--- src/rtl/rom_prefetch_queue_if.sv ---
// Bundles the ROM port and the consumer port of the instruction prefetch queue.
// The slave modport is the queue; the master modport is the ROM plus CPU fetch side.
interface rom_prefetch_queue_if #(
  parameter int WORD_SIZE = 8,
  parameter int NBIT      = 15,
  parameter int DEPTH     = 4
);
  localparam int CW = $clog2(DEPTH) + 1;

  logic [NBIT-1:0]      rom_addr;
  logic                 rom_nCE;
  logic [WORD_SIZE-1:0] rom_data;

  logic                 pc_load;
  logic [NBIT-1:0]      pc_target;
  logic                 rd_en;
  logic [WORD_SIZE-1:0] data_out;
  logic [NBIT-1:0]      data_pc;
  logic                 data_valid;
  logic [CW-1:0]        count;

  modport slave (
    output rom_addr, rom_nCE, data_out, data_pc, data_valid, count,
    input  rom_data, pc_load, pc_target, rd_en
  );

  modport master (
    input  rom_addr, rom_nCE, data_out, data_pc, data_valid, count,
    output rom_data, pc_load, pc_target, rd_en
  );
endinterface

--- src/rtl/rom_prefetch_queue.sv ---
// Sequential ROM prefetcher feeding a DEPTH-entry {byte, address} FIFO; pc_load redirects and flushes.
// Optional macro PREFETCH_STATS_EN adds a saturating 16-bit flush_count output.
module rom_prefetch_queue #(
  parameter int              WORD_SIZE  = 8,
  parameter int              NBIT       = 15,
  parameter int              DEPTH      = 4,
  parameter logic [NBIT-1:0] RESET_ADDR = '0
) (
  input  logic                    clk,
  input  logic                    nRST,
`ifdef PREFETCH_STATS_EN
  output logic [15:0]             flush_count,
`endif
  rom_prefetch_queue_if.slave     bus
);

  localparam int PW = $clog2(DEPTH);
  localparam int CW = PW + 1;
  localparam logic [CW-1:0] FULL_COUNT = CW'(DEPTH);

  typedef enum logic {
    FILL = 1'b0,
    FULL = 1'b1
  } state_t;

  state_t               state, state_next;
  logic [NBIT-1:0]      fetch_ptr, fetch_ptr_next;
  logic [PW-1:0]        wr_ptr, wr_ptr_next;
  logic [PW-1:0]        rd_ptr, rd_ptr_next;
  logic [CW-1:0]        count, count_next;
  logic                 push, pop;
  logic                 valid;

  logic [WORD_SIZE-1:0] mem_data [DEPTH];
  logic [NBIT-1:0]      mem_addr [DEPTH];

  assign valid = (count != '0);

  // Control: redirect dominates; a full queue only accepts a byte when the head leaves.
  always_comb begin
    pop            = 1'b0;
    push           = 1'b0;
    state_next     = state;
    fetch_ptr_next = fetch_ptr;
    wr_ptr_next    = wr_ptr;
    rd_ptr_next    = rd_ptr;
    count_next     = count;

    if (bus.pc_load) begin
      state_next     = FILL;
      fetch_ptr_next = bus.pc_target;
      wr_ptr_next    = '0;
      rd_ptr_next    = '0;
      count_next     = '0;
    end else begin
      pop  = bus.rd_en && valid;
      push = (state == FILL) || pop;

      if (push) begin
        fetch_ptr_next = fetch_ptr + 1'b1;
        wr_ptr_next    = wr_ptr + 1'b1;
      end
      if (pop) begin
        rd_ptr_next = rd_ptr + 1'b1;
      end

      case ({push, pop})
        2'b10:   count_next = count + 1'b1;
        2'b01:   count_next = count - 1'b1;
        default: count_next = count;
      endcase

      state_next = (count_next == FULL_COUNT) ? FULL : FILL;
    end
  end

  always_ff @(posedge clk or negedge nRST) begin
    if (!nRST) begin
      state     <= FILL;
      fetch_ptr <= RESET_ADDR;
      wr_ptr    <= '0;
      rd_ptr    <= '0;
      count     <= '0;
    end else begin
      state     <= state_next;
      fetch_ptr <= fetch_ptr_next;
      wr_ptr    <= wr_ptr_next;
      rd_ptr    <= rd_ptr_next;
      count     <= count_next;
    end
  end

  // Storage needs no reset: entries are only visible once count says they were written.
  always_ff @(posedge clk) begin
    if (push) begin
      mem_data[wr_ptr] <= bus.rom_data;
      mem_addr[wr_ptr] <= fetch_ptr;
    end
  end

`ifdef PREFETCH_STATS_EN
  always_ff @(posedge clk or negedge nRST) begin
    if (!nRST) begin
      flush_count <= '0;
    end else if (bus.pc_load && (flush_count != 16'hFFFF)) begin
      flush_count <= flush_count + 16'd1;
    end
  end
`endif

  assign bus.rom_addr   = fetch_ptr;
  assign bus.rom_nCE    = !push;
  assign bus.data_out   = mem_data[rd_ptr];
  assign bus.data_pc    = mem_addr[rd_ptr];
  assign bus.data_valid = valid;
  assign bus.count      = count;

endmodule
--- src/flat_wrapper.sv ---
// flat-port wrapper written by rule: the top's interface ports become plain ports
module rom_prefetch_queue_flat 
#(
  parameter int              WORD_SIZE  = 8,
  parameter int              NBIT       = 15,
  parameter int              DEPTH      = 4,
  parameter logic [NBIT-1:0] RESET_ADDR = '0
)
  (clk, nRST, bus_rom_addr, bus_rom_nCE, bus_data_out, bus_data_pc, bus_data_valid, bus_count, bus_rom_data, bus_pc_load, bus_pc_target, bus_rd_en);
  rom_prefetch_queue_if #(.WORD_SIZE(WORD_SIZE), .NBIT(NBIT), .DEPTH(DEPTH)) bus_i ();
  input  logic clk;
  input  logic nRST;
  output wire logic [$bits(bus_i.rom_addr)-1:0] bus_rom_addr;
  output wire logic [$bits(bus_i.rom_nCE)-1:0] bus_rom_nCE;
  output wire logic [$bits(bus_i.data_out)-1:0] bus_data_out;
  output wire logic [$bits(bus_i.data_pc)-1:0] bus_data_pc;
  output wire logic [$bits(bus_i.data_valid)-1:0] bus_data_valid;
  output wire logic [$bits(bus_i.count)-1:0] bus_count;
  input wire logic [$bits(bus_i.rom_data)-1:0] bus_rom_data;
  input wire logic [$bits(bus_i.pc_load)-1:0] bus_pc_load;
  input wire logic [$bits(bus_i.pc_target)-1:0] bus_pc_target;
  input wire logic [$bits(bus_i.rd_en)-1:0] bus_rd_en;
  assign bus_rom_addr = bus_i.rom_addr;
  assign bus_rom_nCE = bus_i.rom_nCE;
  assign bus_data_out = bus_i.data_out;
  assign bus_data_pc = bus_i.data_pc;
  assign bus_data_valid = bus_i.data_valid;
  assign bus_count = bus_i.count;
  assign bus_i.rom_data = bus_rom_data;
  assign bus_i.pc_load = bus_pc_load;
  assign bus_i.pc_target = bus_pc_target;
  assign bus_i.rd_en = bus_rd_en;
  rom_prefetch_queue #(.WORD_SIZE(WORD_SIZE), .NBIT(NBIT), .DEPTH(DEPTH), .RESET_ADDR(RESET_ADDR)) u_core (.clk(clk), .nRST(nRST), .bus(bus_i));
endmodule
--- config.mk ---
export PLATFORM = sky130hd
export DESIGN_NAME = rom_prefetch_queue_flat
export DESIGN_NICKNAME = d
export VERILOG_FILES = /design/src/rtl/rom_prefetch_queue_if.sv /design/src/rtl/rom_prefetch_queue.sv /design/src/flat_wrapper.sv
export SDC_FILE = /design/constraint.sdc
export NUM_CORES = 1
export LEC_CHECK = 0
export CAP_MARGIN = 20
export CORE_MARGIN = 1.5
export CORE_UTILIZATION = 54
export DETAILED_ROUTE_END_ITERATION = 8
export GPL_ROUTABILITY_DRIVEN = 0
export HOLD_SLACK_MARGIN = 0.06
export MAX_ROUTING_LAYER = met4
export PLACE_DENSITY_LB_ADDON = 0.1
export SETUP_SLACK_MARGIN = 0.4
export SKIP_CTS_REPAIR_TIMING = 1
export SLEW_MARGIN = 15
export SYNTH_ARGS = -nofsm -noshare
export SYNTH_HDL_FRONTEND = slang
export SYNTH_SLANG_ARGS = --single-unit
--- constraint.sdc ---
create_clock -name clk -period 2.95 [get_ports clk]
set_input_delay 0.59 -clock clk [delete_from_list [all_inputs] [get_ports clk]]
set_output_delay 0.59 -clock clk [all_outputs]
set_load 0.02 [all_outputs]
== Word level (Yosys, flattened, before mapping) ==
Memories as Yosys holds them, arrays and structs flattened.
Index checks and enable logic that the tools add are counted.

* Bitwise logic cells: 1
* Muxes and demuxes: 14
* Reductions and logical operators: 6
* Equality and inequality tests: 3
* Add/sub/neg operators: 5

{| class="wikitable"
|+ Operator list
! cell !! count
|-
| 2-to-1 mux 15 bit || 2
|-
| adder 15 x 1 -> 15 bit (second input constant) || 1
|-
| 2-to-1 mux 2 bit || 4
|-
| 2-to-1 mux 3 bit || 2
|-
| case mux 3 bit (2 select lines) || 1
|-
| 2-to-1 mux 1 bit || 5
|-
| adder 2 x 1 -> 2 bit (second input constant) || 2
|-
| nonzero test 2 bit || 2
|-
| adder 3 x 1 -> 3 bit (second input constant) || 1
|-
| == test 3 bit (second input constant) || 1
|-
| nonzero test 3 bit || 1
|-
| subtractor 3 x 1 -> 3 bit (second input constant) || 1
|-
| == test 2 x 1 -> 1 bit (second input constant) || 1
|-
| == test 2 bit (second input constant) || 1
|-
| logical AND 1 bit || 1
|-
| zero test 1 bit || 1
|-
| logical OR 1 bit || 1
|-
| NOT 1 bit || 1
|}

* Register bits: 23
* RAM bits: 92
* Memories kept: 2
* Word-level logic and storage cells: 36
* Input port bits: 27

{| class="wikitable"
|+ Memories
! memory !! depth !! bits a word !! rd ports !! clocked after Yosys merged registers in !! write ports !! RTL line !! RTL
|-
| u_core.mem_addr || 4 || 15 || 1 || 0 || 1 || rom_prefetch_queue.sv:35 || <nowiki>logic [NBIT-1:0] mem_addr [DEPTH];</nowiki>
|-
| u_core.mem_data || 4 || 8 || 1 || 0 || 1 || rom_prefetch_queue.sv:34 || <nowiki>logic [WORD_SIZE-1:0] mem_data [DEPTH];</nowiki>
|}

== Logic depth before layout (Yosys ltp) ==
Gate-level depths: netlist of run 1.

* Depth after elaboration: 9
* Mapped depth: 9

== Least setup slack after synthesis of run 1 ==
OpenSTA, ideal clock, no wires.

* Path type: register to register
* From: reg u_core.count[0], in the netlist u_core.bus.count[0]
* To: mem u_core.mem_addr[0][0], enable pin
* Stages on the path, launching flop included: 8
* Clock period less this slack: 2.332 ns
* Setup slack: 0.618 ns
* Arrival time: 1.950 ns
* Data required time: 2.568 ns
* Cells stage by stage: dfrtp_1 > inv_1 > ha_1 > nand2b_1 > buf_6 > a21boi_2 > nor2_1 > and2_1

* Cells in the longest elaborated chain, start to end: 6

{| class="wikitable"
|+ RTL lines
! item !! RTL line !! RTL
|-
| start, declared || rom_prefetch_queue.sv:30 || <nowiki>logic [CW-1:0] count, count_next;</nowiki>
|-
| start signal, assigned || rom_prefetch_queue.sv:89 || <nowiki>count <= count_next;</nowiki>
|-
| nonzero test 3 bit || rom_prefetch_queue.sv:37 || <nowiki>assign valid = (count != '0);</nowiki>
|-
| net bus_data_valid || flat_wrapper.sv:17 || <nowiki>output wire logic [$bits(bus_i.data_valid)-1:0] bus_data_valid;</nowiki>
|-
| logical AND 1 bit || rom_prefetch_queue.sv:56 || <nowiki>pop = bus.rd_en && valid;</nowiki>
|-
| logical OR 1 bit || rom_prefetch_queue.sv:57 || <nowiki>push = (state == FILL) || pop;</nowiki>
|-
| 2-to-1 mux 1 bit || rom_prefetch_queue.sv:49 || <nowiki>if (bus.pc_load) begin</nowiki>
|-
| 2-to-1 mux 1 bit || rom_prefetch_queue.sv:95 || <nowiki>if (push) begin</nowiki>
|-
| 2-to-1 mux 1 bit (not written as such) || rom_prefetch_queue.sv:97 || <nowiki>mem_addr[wr_ptr] <= fetch_ptr;</nowiki>
|-
| end, declared || rom_prefetch_queue.sv:35 ||
|}

The timed path passes the listed nets, and every way through them passes these cells.

== Worst setup path after layout of run 1 ==
* From: reg u_core.rd_ptr[0]
* To: out bus_data_pc[4]

* Cells in the longest elaborated chain, start to end: 1

{| class="wikitable"
|+ RTL lines
! item !! RTL line !! RTL
|-
| start, declared || rom_prefetch_queue.sv:29 || <nowiki>logic [PW-1:0] rd_ptr, rd_ptr_next;</nowiki>
|-
| start signal, assigned || rom_prefetch_queue.sv:88 || <nowiki>rd_ptr <= rd_ptr_next;</nowiki>
|-
| memory read (4 x 15 bit) || -- ||
|-
| end, declared || flat_wrapper.sv:16 || <nowiki>output wire logic [$bits(bus_i.data_pc)-1:0] bus_data_pc;</nowiki>
|}

No other way between the ends.

==> results of run 1 <==
## final cells by class
cell class,count,area share [%]
Clock inverter,13,3.06
Timing Repair Buffer,82,13.6
Clock buffer,18,6.73
Inverter,9,0.544
Tap cell,105,2.12
Multi-Input combinational cell,133,20.2
Sequential cell,115,53.8
## through the flow
stage | cells | utilization [%] | power (mW)
after floorplan | 272 | - | 2.87
after global routing | 475 | 74.4 | 5.70
final | 475 | 74.4 | 5.47
after global placement | 441 | 66.3 | 3.36
after detailed placement | 441 | 66.3 | 3.39
after CTS | 472 | 73.6 | 5.49
## how the worst max path moves through the flow
stage / cells after the start / end
6_report: 4 / bus_data_pc[4]
5_1_grt: 7 / bus_rom_nCE
4_1_cts: 7 / bus_rom_nCE
3_5_place_dp: 5 / bus_rom_nCE
3_3_place_gp: 5 / bus_rom_nCE
2_1_floorplan: 7 / u_core.mem_addr[0][0]$_DFFE_PP_
## Yosys cell counts (2+ instances only)
cell,count
nand2b_1,2
a31oi_1,9
o31ai_1,8
ha_1,7
o21ai_0,4
buf_2,5
clkbuf_1,7
mux4_2,23
and2_1,4
nand2_1,11
o211ai_1,3
nand3_1,10
nor3_1,2
or4_1,11
inv_1,9
nor2_1,17
mux2i_1,3
and4_1,2
a21oi_1,2
xnor2_1,2
edfxtp_1,92
buf_6,2
dfrtp_1,23
xor2_1,3
## state kept, by name (all words and copies together) (netlist names)
name and flops:
u_core.rd_ptr 2, u_core.mem_data 32, u_core.bus.count 3, u_core.state 1, u_core.wr_ptr 2, u_core.mem_addr 60
u_core.bus.rom_addr 15
## cell families after synthesis
| logic type | after synthesis |
|---|---|
| AOI/OAI and AO/OA | 32 |
| xor gates and xnor gates | 5 |
| adders and majority gates | 7 |
| buffers and inverters | 24 |
| DFF | 115 |
| muxes | 26 |
| and+or+nand+nor | 63 |
## metal layers
layer  GRT usage, %  vias up
met5              -        -
met4           8.95        0
met3           6.87       12
met2           36.2      112
met1           27.9     1416
li1               -     1254
## power by group
| group | internal [mW] | switching, mW |
|---|---|---|
| Clock | 1.43 | 0.667 |
| Combinational | 0.642 | 0.679 |
| Sequential | 1.93 | 0.117 |
| Total | 4.01 | 1.46 |
==> impl_summary.md, run 1 <==
Logic synthesis
The Yosys step of the flow raised 0 warnings. The combinational family with the most area after synthesis is multiplexers. The synthesis-stage register bit count is 115. In the synthesized netlist the dominant register cell turns out to be edfxtp_1. Synthesis produced a netlist whose cell count is 272. When the netlist entered floorplanning its net count stood at just over 300. Summing the areas of all fa, ha and maj instances in the mapped netlist gives around 1.9% of the synthesized area. In the synthesized netlist the async set-or-reset flop fraction comes to around 20%.

In this run, distinct cell masters in the synthesized netlist total 35. Multiplexer cells account for 11.7% of the synthesized area. The area fraction in compound gates after synthesis is about 5%.

Summing the areas of all and, or, nand and nor instances in the mapped netlist gives under 10% of the synthesized area. Sequential cells were found to cover a little under three quarters of the synthesized design area. The top-area cell type share of the netlist area is approximately 59%. Yosys attributes the largest share of cell area to edfxtp_1, dfrtp_1, mux4_2.

The post-synthesis area per instance is ~17 um2. The largest total area in the synthesized netlist belongs to edfxtp_1. The cell area after synthesis is 4700 um2. Of the total synthesized cell area, the portion taken by XOR and XNOR cells is less than 1%.

The number of synthesized flops with an enable pin is ~90.

GRT
In the global route stage, overall resource usage came out at around 23%. The via count of the first global-routing pass is between 2000 and 3000. The first global-routing pass estimated approximately 14000 um of wire. Entering global routing, the biggest net connects 25 pins. Global routing finished with a remaining overflow of 0. The number of antenna violations at the first check in global routing came to 0.

Route
The detailed-router iteration count before antenna repair is 5. After detailed routing, the met3 layer carries around 630 um of wire. In this run, the number of DRC markers left after iteration 0 of detailed routing was around 120. Dividing the detail-routed wire length by the instance count gives roughly 20 um. The detail route stage leaves a number of antenna-violating nets equal to 0.

The detailed router put a total of 3980 um of wire on met1. Wire segments on met2 add up to 4800 um in the final route. The highest routing layer actually used is met4. After detailed routing, the number of remaining DRC violations is 0. The detailed router placed approximately 2800 vias in this run. The overall routed net length is 9530 um. The per-cell via count in the routed design is roughly 5.9.

Die
Pin placement for this block handled 70 I/O pins. The initial core utilization is 56.3%. The die covers between 9000 and 10000 um2. The placement row count is 33. The die extent in y is 96.3 um. The core region is between 8000 and 9000 um2.

The die is slightly below 100 um wide.

STA
The worst pin sits at a relative slew slack of a little under three fifths. After routing, the total negative slack on setup checks comes to 0 ns. The smallest clock period supported by the final layout is computed as 2.50 ns.

After layout, the worst path uses 84.7% of the clock period. For the pin with the worst max-slew slack, the measured transition is 0.636 ns. The worst path meets setup with roughly 0.45 ns of slack. The number of pins exceeding their max-slew limit in the final report was 0. The final count of negative-setup-slack endpoints is 0. Setup repair after global routing could not meet its margin everywhere. For the final database, setup skew stands at ~0.0066 ns. The peak clock frequency supported by timing is between 400 and 500 MHz. The final number of hold-violating endpoints is 0. The minimum hold slack is 0.432 ns.

Worst setup path
Among all stages on the critical path, the largest delay is contributed by mux4_2. The largest single stage delay on the critical path is about 0.52 ns. The largest fanout of any net on the critical path is 6.

The kind of start point of the critical path is a register. The kind of critical path is register to output pin. The endpoint class of the critical path is an output pin. The critical path launch point is u_core.rd_ptr[0]$_DFFE_PN0P_.

The endpoint of the worst-slack reg-to-reg timing path is u_core.bus.rom_addr[10]$_DFFE_PN0P_. The number of buffers and inverters on the critical path is 3. Grouping stages by cell kind, the critical path spends the most delay in multiplexers. The number of cell instances on the worst register-to-register path is 6. The setup check on the worst reg-to-reg path leaves a slack of roughly 0.97 ns.

Traced cell by cell, the critical path runs through buf_6 > clkbuf_16 > mux4_2 > buf_2. STA puts the critical path data required time at about 2.4 ns. The launch point of the worst reg-to-reg path is u_core.bus.count[0]$_DFF_PN0_. For the worst setup path, the data arrival time is 1.91 ns.

Clocking
The number of H-tree levels is 4. The buffer cell driving the clock tree root is clkbuf_8. The number of clock sinks is roughly 120. The number of buffers between clock root and the deepest sink is 2.

At the later pin of the worst-skew pair, clock insertion delay measures approximately 0.5 ns. TritonCTS built the clock tree. Clock-pin slew was measured on the worst setup and hold paths at around 0.050 ns.

Counting the buffers created by CTS gives 17.

Outcome
The run finished with clean final reports.

Run
Across the run, the number of max-cap violations was 0.

Pwr
The static power due to leakage is about 2.3 nW. The highest ir drop seen on vdd is around 0.00045 V. The ratio of total power to cell area is approximately 880 nW/um2.

Final layout
The cell area after layout is between 6000 and 7000 um2. The most common cell after layout, fill and taps aside is edfxtp_1. The number of antenna diodes in the final layout is 0. Registers take approximately 3300 um2.

Relative to the synthesized area, the layout overhead comes to 32.1%. Of the cells placed in the final design, the portion with a size suffix greater than 1 is between 10% and 20%. The combined area of the multi-input logic cells is 1250 um2.

In the layout the commonest cells are edfxtp_1, clkdlybuf4s50_1, mux4_2, dfrtp_1, dlymetal6s2s_1. After the last flow step, the layout net total stands at 392. The number of filler cells placed in the layout is 519.

Place
Once placement finished, the instance area stood at about 5500 um2. The half-perimeter wire length after detailed placement is 5480 um. The worst setup timing slack at the placement stage is 0.386 ns. The number of buffer cells added on primary ports is between 60 and 70.

Hold path
The path category of the worst min-delay check is primary input to asynchronous set/reset pin.
Note: power is estimated with default switching activity, not from simulation.
==> inputs of run 2 (changes only) <==
==> constraint.sdc (replaced) <==
create_clock -name clk -period 2.3 [get_ports clk]
set_input_delay 0.46 -clock clk [delete_from_list [all_inputs] [get_ports clk]]
set_output_delay 0.46 -clock clk [all_outputs]
set_load 0.02 [all_outputs]
==> impl_summary.md, run 2 (synthesis results as in run 1) <==
Final layout
Summing all non-filler instances in the final layout gives an area of approximately 6400 um2. In the layout the commonest cells are edfxtp_1, buf_6, clkdlybuf4s50_1, mux4_2, dlymetal6s2s_1. Ranked by flip-flop count, first place goes to u_core.mem_addr. The flip-flop count of the largest register after layout is 60. Cells with a size suffix above 1 make up 32.5% of the layout. The count of cells in the finished layout, fillers not included, comes to slightly below 500. After the last flow step, the layout net total stands at 399.

The number of antenna diodes in the final layout is 0. The synthesis-to-layout area growth is 36.2%. The most common cell after layout, fill and taps aside is edfxtp_1.

Run
The reported max-cap violation count is 0.

GRT
The total congestion overflow is 0. Entering global routing, the biggest net connects 24 pins. Global routing used between 20% and 30% of the available tracks. The number of antenna violations at the first check in global routing is 0. The via count of the first global-routing pass is approximately 2800. The first-pass GRT wire length is 14200 um.

STA
The headroom to the max-slew limit is between 70 and 80%. Setup repair after global routing could not meet its margin everywhere. The final count of negative-setup-slack endpoints is 4. The peak clock frequency supported by timing is 433 MHz.

The final clock period utilization by the worst path is 100%. The transition at the pin with the smallest max-transition slack is approximately 0.39 ns. The final number of hold-violating endpoints is 0. Setup slack on the critical path of the routed design comes to -0.00965 ns. On the final layout, the worst clock skew is roughly 0.008 ns. The number of pins exceeding their max-slew limit in the final report came to 0. Hold is met by 0.315 ns. The final period demand of the worst path is roughly 2.3 ns.

Clocking
The number of buffers between clock root and the deepest sink is 2. Buffers inserted during clock tree synthesis total 17. The number of clock sinks is about 120. The clock latency on the worst-skew pair is 0.50 ns. The clock transition time at the flip-flop clock pins of the worst setup and hold paths is 0.06 ns. TritonCTS built the clock tree.

CTS placed an instance of clkbuf_8 at the clock tree root. The H-tree generated during clock tree synthesis spans 4 levels.

Pwr
The power dissipated by switching net loads is 2.03 mW. The internal cell power is ~5.3 mW. The part of the power in combinational logic is roughly 28%. The clock network is responsible for 35.9% of the overall power.

The ratio of total power to cell area is around 1100 nW/um2. Net switching is between 20% and 30% of the power. The static power due to leakage is between 2 and 2.5 nW. Registers are responsible for between 30% and 40% of the overall power.

The worst-case IR drop observed on VDD is 0.000648 V. Overall power consumption after layout is estimated at 7.33 mW.

Die
The width of the die is approximately 96 um. The placement row count is 33. For this design the top-level I/O count stands at 70. The floorplan core area is ~8300 um2. The die footprint is just over 9000 um2.

For this configuration, the core starts out at a cell density of between 50 and 60%. In this run the vertical extent of the chip is a little under 100 um.

Route
Before antenna repair, the detailed router went through 4 iterations. The detailed router finished its first iteration with ~110 violations. The average wire per cell in the routed design is a little over 20 um.

The residual antenna-violating net count after detailed routing is 0. The total number of vias is roughly 2800. The per-cell via count in the routed design is between 5 and 6. The number of DRC violations after detailed routing is 0. Wires add up to just under 10000 um.

Place
The post-detailed-placement cell area is about 5600 um2. After detailed placement, the design holds a cell count of 443. The number of buffer cells added on primary ports is between 60 and 70. After legalization and detailed placement, the total HPWL measured around 5500 um.

Worst setup path
The endpoint of the worst-slack reg-to-reg timing path is u_core.bus.rom_addr[10]$_DFFE_PN0P_. The required time of the critical path is roughly 1.8 ns. Data on the critical path arrives at its endpoint at roughly 1.9 ns. The setup check on the worst reg-to-reg path leaves a slack of 0.50 ns. The largest fanout of any net on the critical path is 7. The kind of critical path is register to output pin. The launch point of the worst reg-to-reg path is u_core.bus.count[0]$_DFF_PN0_.

The endpoint class of the critical path is an output pin. The kind of start point of the critical path is a register. For the worst flop-to-flop path, the logic depth is 7.

Outcome
The checks that failed: setup timing. The flow ran to the end, but the final reports show violations.

Hold path
The path category of the worst min-delay check is primary input to asynchronous set/reset pin.
## run 2: cell types whose count changed in the layout (fill, tap and decap cells not counted), sizes merged
cell and change:
a31oi +1, clkbuf -6, clkinvlp +3, clkdlybuf4s50 -18, bufinv -1, buf +29
## run 2: power by group through the flow
stage               clock network, mW  logic (mW)  registers, mW
global route                     2.76        2.18           2.67
floorplan                           0        1.02           2.67
finish                           2.63        2.05           2.65
CTS                              2.65        1.75           2.64
global placement                    0        1.71           2.66
detailed placement                  0        1.73           2.68
## run 2: worst max path at each step
stage               slack [ns]                             endpoint                          start
detailed placement       0.008                          bus_rom_nCE                      bus_rd_en
global route             -0.07                       bus_data_pc[9]   u_core.rd_ptr[0]$_DFFE_PN0P_
floorplan                 0.40  u_core.bus.rom_addr[11]$_DFFE_PN0P_  u_core.bus.count[0]$_DFF_PN0_
CTS                      -0.50                       bus_data_pc[3]   u_core.rd_ptr[0]$_DFFE_PN0P_
finish                   -0.01                       bus_data_pc[6]   u_core.rd_ptr[0]$_DFFE_PN0P_
global placement          0.04                          bus_rom_nCE                      bus_rd_en
## run 2: area by class of cell
type | instances | area [um2]
flip-flops and latches | 115 | 3350
inverters | 9 | 33.8
repair buffers | 88 | 967
well taps | 105 | 131
clock buffers | 17 | 414
clock inverters | 15 | 190
multi-input cells | 134 | 1310
fillers | 476 | 1940
## run 2: metrics by stage
step                      setup TNS [ns]  setup WS [ns]  utilization [%]
after floorplan                        0          0.405                -
after CTS                         -11.07         -0.498             74.1
after global placement                 0         0.0366             66.9
final                            -0.0207       -0.00965             76.7
after detailed placement               0        0.00782             66.9
after global routing               -1.15        -0.0734             76.7
## run 2: metal layers
metal | vias to the layer above | routed length (um) | GRT usage (%)
li1 | 1276 | - | -
met1 | 1441 | 4100 | 28.1
met2 | 101 | 5050 | 35.2
met3 | 16 | 513 | 6.16
met4 | 0 | 154 | 9.44
met5 | - | 0 | -
## run 2: critical path: stages (launching register included)
cell,delay [ns]
dfrtp_2,0.47
clkbuf_16,0.20
mux4_2,0.52
buf_6,0.15
==> inputs of run 3 (changes only) <==
--- a/config.mk
+++ b/config.mk
@@ -5,11 +5,13 @@
 export SDC_FILE = /design/constraint.sdc
 export NUM_CORES = 1
 export LEC_CHECK = 0
+export ABC_CLOCK_PERIOD_IN_PS = 2000
 export CAP_MARGIN = 20
 export CORE_MARGIN = 1.5
-export CORE_UTILIZATION = 54
+export CORE_UTILIZATION = 48
 export DETAILED_ROUTE_END_ITERATION = 8
 export GPL_ROUTABILITY_DRIVEN = 0
+export GPL_TIMING_DRIVEN = 0
 export HOLD_SLACK_MARGIN = 0.06
 export MAX_ROUTING_LAYER = met4
 export PLACE_DENSITY_LB_ADDON = 0.1
==> constraint.sdc (replaced) <==
create_clock -name clk -period 2 [get_ports clk]
set_input_delay 0.4 -clock clk [delete_from_list [all_inputs] [get_ports clk]]
set_output_delay 0.4 -clock clk [all_outputs]
set_load 0.02 [all_outputs]
==> impl_summary.md, run 3 (synthesis results as in run 1) <==
Pwr
In this run the static leakage power is 2.47 nW. The share of power burned in the clock network is 35.5%. The share of total power consumed by net switching is 28.8%.

The internal power of the cells totals 6.22 mW. The highest ir drop seen on vdd is between 0.0008 and 0.0009 V. The ratio of total power to cell area is ~1300 nW/um2. The part of the power in combinational logic is 30.0%. Registers are responsible for ~35% of the overall power. Summed over all nets, the switching power comes to approximately 2.5 mW.

Worst setup path
The worst setup path is captured at an output pin. The delay of the slowest critical-path stage is around 0.52 ns. The launch point of the worst reg-to-reg path is u_core.bus.count[0]$_DFF_PN0_. The slowest cell on the critical path is mux4_2. The required time of the critical path is between 1.5 and 2 ns. The worst setup path is launched from a register.

The number of cell instances on the worst register-to-register path is 9. The internal reg-to-reg setup slack is around 0.05 ns. The worst endpoint data arrival time is about 1.9 ns. The largest fanout of any net on the critical path is 10. Traced cell by cell, the critical path runs through buf_8 > buf_12 > mux4_2 > buf_2. In this run the critical register-to-register path is captured at u_core.bus.rom_addr[14]$_DFFE_PN0P_. The critical path is of the register to output pin type.

Final layout
The most common cell after layout, fill and taps aside is edfxtp_1. The combined area of the multi-input logic cells is 1420 um2. The top cell types in the final layout, fill and taps aside, are edfxtp_1, buf_6, clkdlybuf4s50_1, buf_4, mux4_2. The flip-flop count of the largest register after layout is 60. The synthesis-to-layout area growth is 43.0%.

0 antenna diodes ended up in the layout. Summing all non-filler instances in the final layout gives an area of 6720 um2. After filler insertion, the fill cell instance count of the layout stands at 650.

The area used by sequential logic in the layout is around 3400 um2. The net total in the final layout is about 440. Cells fill between 70% and 80% of the core in the end. The register bank with the most flops is u_core.mem_addr. Of the cells placed in the final design, the portion with a size suffix greater than 1 is 46.4%.

STA
The final number of hold-violating endpoints is 0. Measured against its own limit, the worst slew margin works out to 62.2%. Setup total negative slack on the finished layout was measured at -5.40 ns. At the pin with the least slew margin, the transition time is between 0.5 and 0.6 ns.

The peak clock frequency supported by timing is about 440 MHz. The number of pins exceeding their max-slew limit in the final report is 0. Setup repair after global routing could not meet its margin everywhere. On the final layout, the worst hold slack is about 0.38 ns. The final period demand of the worst path is around 2.3 ns. The final count of negative-setup-slack endpoints is 25. The final clock period utilization by the worst path is 113%. Between clock sinks in the finished design, the worst skew comes to roughly 0.0075 ns. Once routing completed, OpenROAD measured the worst setup slack at -0.263 ns.

Clocking
The longest clock path from root to sink contains 2 buffers. The clock transition time at the flip-flop clock pins of the worst setup and hold paths is ~0.05 ns. The H-tree was split into 4 levels.

Clock tree synthesis inserted a total of 17 buffers. The clock latency on the worst-skew pair is 0.52 ns. The buffer cell driving the clock tree root is clkbuf_8. TritonCTS built the clock tree. The number of clock sinks is around 120.

GRT
The first global-routing pass estimated between 15000 and 20000 um of wire. The number of antenna violations at the first check in global routing is 0. The via count of the first global-routing pass is about 2800. Entering global routing, the biggest net connects 24 pins.

Summed over all layers, the global routing overflow is 0. The total global-route track usage is between 20% and 30%.

Route
The residual antenna-violating net count after detailed routing is 0. For this run, design rule violations remaining after detail routing come to 0. The total number of vias is 3046. For this block, the routed nets add up to ~11000 um of wire.

After detailed routing, the average wire length per cell comes to ~20 um. The per-cell via count in the routed design is between 5 and 6. The first detailed-routing pass ran for 4 iterations. The initial DRC count is 187.

Die
The die covers around 10000 um2. The number of placed I/O pins is 70. The initial utilization of the core area, before any placement, comes to roughly half.

After floorplanning, the core was divided into 35 placement rows. The core region is 9370 um2. In this run the horizontal extent of the chip is a little over 100 um. The die is 102 um tall.

Outcome
The flow ran to the end, but the final reports show violations. The final reports fail on setup timing.

Hold path
The critical hold path startpoint is bus_rd_en. The number of cells traversed by the worst hold path is 4. The end point of the most critical hold path is u_core.rd_ptr[0]$_DFFE_PN0P_. The min-delay analysis places its worst path in the category primary input to register.

Place
The half-perimeter wire length after detailed placement is slightly below 6000 um. The post-detailed-placement cell area is between 5000 and 6000 um2. In this run the tool buffered the top-level ports with 68 buffer cells. Before CTS, the worst setup slack after placement is -0.476 ns.

Run
The reported max-cap violation count is 0.
run 3: per-layer routing:
metal | global-route usage, % | routed length, um
met1 | 27.6 | 4750
met2 | 32.6 | 5610
met4 | 7.90 | 157
met3 | 5.13 | 663
met5 | - | 0
run 3: how the worst max path moves through the flow:
stage                     slack, ns                            endpoint                           from  cells after the start
after CTS                     -0.92                      bus_data_pc[6]   u_core.rd_ptr[1]$_DFFE_PN0P_                      4
after floorplan                0.19  u_core.bus.rom_addr[5]$_DFFE_PN0P_  u_core.bus.count[0]$_DFF_PN0_                      8
after global routing          -0.34                         bus_rom_nCE  u_core.bus.count[0]$_DFF_PN0_                      8
after global placement        -0.47                         bus_rom_nCE                    bus_pc_load                      5
after detailed placement      -0.48                         bus_rom_nCE                    bus_pc_load                      5
final                         -0.26                      bus_data_pc[5]   u_core.rd_ptr[0]$_DFFE_PN0P_                      4
run 3: area by class of cell:
cell class                      count  area share [%]
Multi-Input combinational cell    139            21.1
Tap cell                          129            2.40
Sequential cell                   115            50.0
Clock buffer                       19            6.58
Inverter                            9           0.503
Timing Repair Buffer              106            14.7
Buffer                             15            2.18
Clock inverter                     13            2.55
run 3: worst max-delay path, delay by kind of cell (launching register included):
kind                   cells  cell delay (ns)
muxes                      1             0.52
DFF                        1             0.35
buffers and inverters      3             0.49
run 3: through the flow:
stage / power, mW / instances
after floorplan: 4.33 / 272
after global placement: 5.11 / 469
after detailed placement: 5.15 / 469
after CTS: 8.23 / 501
after global routing: 9.05 / 545
final: 8.74 / 545
run 3: power by group through the flow:
| stage | logic, mW | clock network (mW) | registers [mW] |
|---|---|---|---|
| after global placement | 2.06 | 0 | 3.05 |
| after CTS | 2.09 | 3.11 | 3.02 |
| after detailed placement | 2.08 | 0 | 3.07 |
| after global routing | 2.79 | 3.23 | 3.03 |
| final | 2.62 | 3.10 | 3.01 |
| after floorplan | 1.26 | 0 | 3.08 |
